### src/rtl/pingpong_swap_ctrl.sv
// ---------------------------------------------------------------------------
// pingpong_swap_ctrl
//
// Purpose:
//   Coordinates a double-buffered (ping-pong) frame buffer with a VGA scan-out.
//   The writer fills the back buffer and pulses frame_done when it is complete.
//   The controller then holds off the writer until the start of vertical
//   blanking. At that point it swaps the buffers in a single cycle, so the
//   displayed image never tears and at most one swap happens per frame.
//
// Parameters:
//   H_VISIBLE     visible pixels per line
//   V_VISIBLE     visible lines per frame (the line on which vblank starts)
//
// Ports:
//   clk           single clock for all logic
//   reset_n       asynchronous, active-low reset
//   hc, vc        horizontal / vertical counters from the VGA timing generator
//   enable        when low, frame_done is ignored entirely
//   frame_done    one-cycle pulse from the writer: back buffer complete
//   write_to_two  buffer select for the writer (1 = writer targets buffer two)
//   wr_ready      writer may write the back buffer
//   swap_pulse    one-cycle pulse on every buffer swap
//   frame_count   number of swaps since reset (wraps at 2^16)
//   overrun_count number of dropped frame_done pulses (saturates at 255)
// ---------------------------------------------------------------------------
module pingpong_swap_ctrl #(
  parameter int H_VISIBLE = 640,
  parameter int V_VISIBLE = 480
) (
  input  logic        clk,
  input  logic        reset_n,
  input  logic [9:0]  hc,
  input  logic [9:0]  vc,
  input  logic        enable,
  input  logic        frame_done,
  output logic        write_to_two,
  output logic        wr_ready,
  output logic        swap_pulse,
  output logic [15:0] frame_count,
  output logic [7:0]  overrun_count
);

  localparam logic [1:0] ST_WRITE   = 2'd0;
  localparam logic [1:0] ST_WAIT_VB = 2'd1;
  localparam logic [1:0] ST_SWAP    = 2'd2;

  localparam logic [9:0] VB_LINE = 10'(V_VISIBLE);

  logic [1:0] state;
  logic [1:0] next_state;
  logic       vb_start;
  logic       fd_valid;
  logic       fd_dropped;

  // vb_start marks the first pixel clock of the vblank line. Any other hc/vc
  // combination, including values outside the timing range, simply fails to
  // match. A degenerate zero-width line never produces a vblank start.
  assign vb_start   = (H_VISIBLE > 0) && (hc == 10'd0) && (vc == VB_LINE);
  assign fd_valid   = enable && frame_done;
  assign fd_dropped = fd_valid && ((state == ST_WAIT_VB) || (state == ST_SWAP));

  // Next-state logic for the swap handshake. A frame_done seen on a vb_start
  // cycle moves the FSM to WAIT_VB only after that vb_start has gone by, so
  // the swap naturally waits for the following vblank. SWAP always lasts
  // exactly one cycle. The unused encoding recovers to WRITE.
  always_comb begin
    next_state = state;
    case (state)
      ST_WRITE:   if (fd_valid) next_state = ST_WAIT_VB;
      ST_WAIT_VB: if (vb_start) next_state = ST_SWAP;
      ST_SWAP:    next_state = ST_WRITE;
      default:    next_state = ST_WRITE;
    endcase
  end

  // State and all outputs are registered. wr_ready and swap_pulse are decoded
  // from next_state so that they line up with the state they describe. The
  // buffer toggle and the frame count both happen on the edge leaving SWAP,
  // so a reset during WAIT_VB or SWAP discards the pending swap completely.
  always_ff @(posedge clk or negedge reset_n) begin
    if (!reset_n) begin
      state         <= ST_WRITE;
      write_to_two  <= 1'b0;
      wr_ready      <= 1'b1;
      swap_pulse    <= 1'b0;
      frame_count   <= 16'd0;
      overrun_count <= 8'd0;
    end else begin
      state      <= next_state;
      wr_ready   <= (next_state == ST_WRITE);
      swap_pulse <= (next_state == ST_SWAP);
      if (state == ST_SWAP) begin
        write_to_two <= ~write_to_two;
        frame_count  <= frame_count + 16'd1;
      end
      if (fd_dropped && (overrun_count != 8'hFF)) begin
        overrun_count <= overrun_count + 8'd1;
      end
    end
  end

endmodule

### config.mk
export PLATFORM = sky130hd
export DESIGN_NAME = pingpong_swap_ctrl
export DESIGN_NICKNAME = d
export VERILOG_FILES = /design/src/rtl/pingpong_swap_ctrl.sv
export SDC_FILE = /design/constraint.sdc
export NUM_CORES = 1
export LEC_CHECK = 0
export BUFFER_PORTS_ARGS = -buffer_cell sky130_fd_sc_hd__buf_4
export CAP_MARGIN = 15
export CORE_AREA = 2 2 60 62
export DETAILED_ROUTE_END_ITERATION = 7
export DIE_AREA = 0 0 62 64
export GPL_TIMING_DRIVEN = 1
export PLACE_DENSITY_LB_ADDON = 0.05
export SYNTH_ARGS = -nofsm -noshare
export SYNTH_HDL_FRONTEND = slang
export SYNTH_SLANG_ARGS = --single-unit
### constraint.sdc
create_clock -name clk -period 1.5 [get_ports clk]
set_clock_uncertainty 0.05 [all_clocks]
set_input_delay 0.075 -clock clk [delete_from_list [all_inputs] [get_ports clk]]
set_output_delay 0.075 -clock clk [all_outputs]
set_load 0.01 [all_outputs]
==> flow_metrics.py <==
metrics = {
    "run_status": {
        "status": "finished, violations left",
        "violations": "setup timing",
    },
    "yosys": {
        "synth_area_leader_cell": "dfrtp_1",
        "synth_edf_count": 0,
        "synth.distinct_cells": 32,
        "synthFlopType": "dfrtp_1",
        "seq_area_frac_synth_pct": 52.1,
        "synth_top_cells_by_area": "dfrtp_1 (50%), xnor2_1 (8.2%), xor2_1 (6.3%), ha_1 (4.5%), nand2_1 (3.5%)",
        "syn_nets": 150,
        "yosys_warnings": 0,
        "yosysTopAreaCellShare_pct": 50.2,
        "ys_ff_latch": 29,
        "async_reset_ff_share_pct": 100,
        "synthCells": 121,
        "syn_area_um2": 1400,
        "synth.avg_cell_area_um2": 11.5,
    },
    "power": {
        "p_per_area_nw_per_um2": 1090,
        "power.internal_mw": 1.64,
        "combPwrFrac_pct": 37.8,
        "leakagePower_nw": 1.12,
        "switching_share_pct": 30.4,
        "clkPwrFrac_pct": 22.9,
        "p_switching_mw": 0.718,
        "p_seq_share_pct": 39.3,
        "ir_worst_vdd_mv": 1.04,
    },
    "worst_hold_path": {
        "hp-start": "hc[8]",
        "min_to": "state[0]",
        "min_path_type": "in2reg",
        "holdPathStages": 5,
    },
    "place": {
        "gp_congestion": 0.735,
        "dp_hpwl_um": 2300,
        "portBuffers": 50,
        "place_ws_ns": -0.0310,
        "place_area_um2": 1990,
    },
    "finish": {
        "layout_common_cells": "buf_4 (73), dfrtp_1 (27), nand2_1 (13), xnor2_1 (13), xor2_1 (10)",
        "n_fill_cell": 276,
        "layout.nets": 230,
        "area_delta_synth_final_pct": 55.6,
        "mostFrequentLayoutCell": "buf_4",
        "drive_gt1_share_pct": 53.0,
        "fin_area_um2": 2170,
        "diodes": 0,
    },
    "setup_path": {
        "worstRegToRegCells": 4,
        "setup.worst_path.class": "reg2reg",
        "critPathLaunchType": "flop",
        "r2r_slack_ns": -0.01,
        "worstReg2RegStart": "overrun_count[1]",
        "cp.required_ns": 1.67,
        "r2r_end": "overrun_count[1]",
        "arrival_ns": 1.68,
        "worst_setup_path_end_kind": "flop",
        "critical_path.max_fanout": 8,
    },
    "grt": {
        "overflow": 0,
        "grt_pass1_wl_um": 5070,
        "grt_max_degree": 30,
        "grtUsageTotal_pct": 17.0,
        "grt_pass1_vias": 1222,
        "antenna_found_initial": 0,
    },
    "drt": {
        "dr_total_vias": 1193,
        "vias_per_cell": 4.81,
        "dr.pass1.iters": 4,
        "routed_wl_um": 3020,
        "wl_per_cell_um": 12.2,
        "drcViolationCount": 0,
        "drt_iter0_drc": 41,
        "ant_nets": 0,
    },
    "timing": {
        "setup_viol": 1,
        "max_freq_mhz": 660,
        "holdWs_ns": 0.0888,
        "setup_slack_ns": -0.0147,
        "rsz0062_at_grt": "true",
        "slew_headroom_pct": 75.7,
        "finalCritPeriodShare_pct": 101,
        "hold_viol": 0,
        "drv_slew": 0,
        "period_needed_ns": 1.51,
        "tightest_slew_ns": 0.364,
    },
    "clocking": {
        "path_clk_slew_ns": 0.09,
        "insertion_delay_ns": 0.33,
        "cts_sinks": 29,
        "htreeDepth": 2,
        "cts_buffers": 5,
        "cts_tree": "yes",
        "ctsRootBufferMaster": "clkbuf_4",
        "cts_max_path_buffers": 2,
    },
    "die": {
        "core-area_um2": 3280,
        "die_h_um": 64,
        "initial_utilization_pct": 42.5,
        "die-width_um": 62,
        "die-area_um2": 3970,
        "io_pins": 51,
        "num_rows": 21,
    },
    "run": {
        "drv_cap": 0,
    },
}
[critical path, cell delays in order (launching register included)]
cell	delay (ns)
dfrtp_1	0.38
ha_2	0.20
nand3_2	0.09
o211ai_4	0.35
mux2_4	0.33
[repair_timing]
action                                 CTS  global route
setup endpoints to repair                5            19
hold buffers                             1             0
buffers inserted                         1             3
pin swaps                                1            11
endpoints found under the hold margin   29             0
gates resized for setup                  4            10
[per-layer routing]
| metal | part of all wire, % | vias to the layer above | track usage, % |
|---|---|---|---|
| li1 | - | 576 | - |
| met1 | 40 | 559 | 19.5 |
| met2 | 51 | 50 | 28.8 |
| met3 | 7.1 | 8 | 5.26 |
| met4 | 1.7 | 0 | 5.85 |
| met5 | 0 | - | 0 |
[synthesized netlist by cell type, drive strengths merged (2+ instances only)]
master and number:
a21oi 2, and3 4, dfrtp 28, ha 5, inv 5, mux2 2
nand2 13, nand3 8, nand4 5, nor2 5, nor3 4, nor4 3
o211ai 2, o22ai 2, xnor2 13, xor2 10
[cell families after synthesis]
| family | after synthesis | synth area share, % |
|---|---|---|
| and+or+nand+nor | 47 | 20.2 |
| DFF | 29 | 52.1 |
| xor gates and xnor gates | 23 | 14.4 |
| AOI/OAI and AO/OA | 8 | 4.84 |
| buffers and inverters | 6 | 1.70 |
| adders and majority gates | 5 | 4.48 |
| muxes | 3 | 2.33 |
[power by group through the flow]
stage | Combinational, mW | Sequential [mW] | Clock, mW
final | 0.892 | 0.928 | 0.541
after global routing | 0.981 | 0.943 | 0.605
after CTS | 0.801 | 0.923 | 0.569
after detailed placement | 0.785 | 0.936 | 0
after global placement | 0.761 | 0.935 | 0
after floorplan | 0.289 | 1.02 | 0
[per-stage QoR]
step / TNS, ns / instances / power (mW) / util (%)
2_1_floorplan: -0.496 / 121 / 1.31 / -
3_3_place_gp: 0 / 235 / 1.70 / 60.6
3_5_place_dp: -0.0310 / 235 / 1.72 / 60.6
4_1_cts: -0.000813 / 245 / 2.29 / 63.9
5_1_grt: -0.480 / 248 / 2.53 / 66.1
6_report: -0.0147 / 248 / 2.36 / 66.1
[flip-flops by register name (all words and copies together) (netlist names)]
register / count
frame_count: 16
overrun_count: 8
state: 2
swap_pulse: 1
wr_ready: 1
write_to_two: 1
[cell type report]
cell class | instances | area, um^2 | area share, %
Sequential cell | 29 | 728 | 33.5
Timing Repair Buffer | 74 | 558 | 25.7
Tap cell | 46 | 57.6 | 2.65
Multi-Input combinational cell | 86 | 739 | 34.0
Inverter | 5 | 18.8 | 0.864
Clock buffer | 7 | 65.1 | 3.00
Clock inverter | 1 | 5.00 | 0.230
[worst max-delay path by stage]
stage	startpoint	end	slack [ns]
3_5_place_dp	state[0]	overrun_count[7]	-0.03
3_3_place_gp	state[0]	frame_count[15]	0.01
6_report	overrun_count[1]	overrun_count[1]	-0.01
2_1_floorplan	state[0]	frame_count[14]	-0.11
5_1_grt	overrun_count[1]	overrun_count[1]	-0.08
4_1_cts	state[0]	overrun_count[1]	-0.0008
Power figures use the tool's default switching activity.
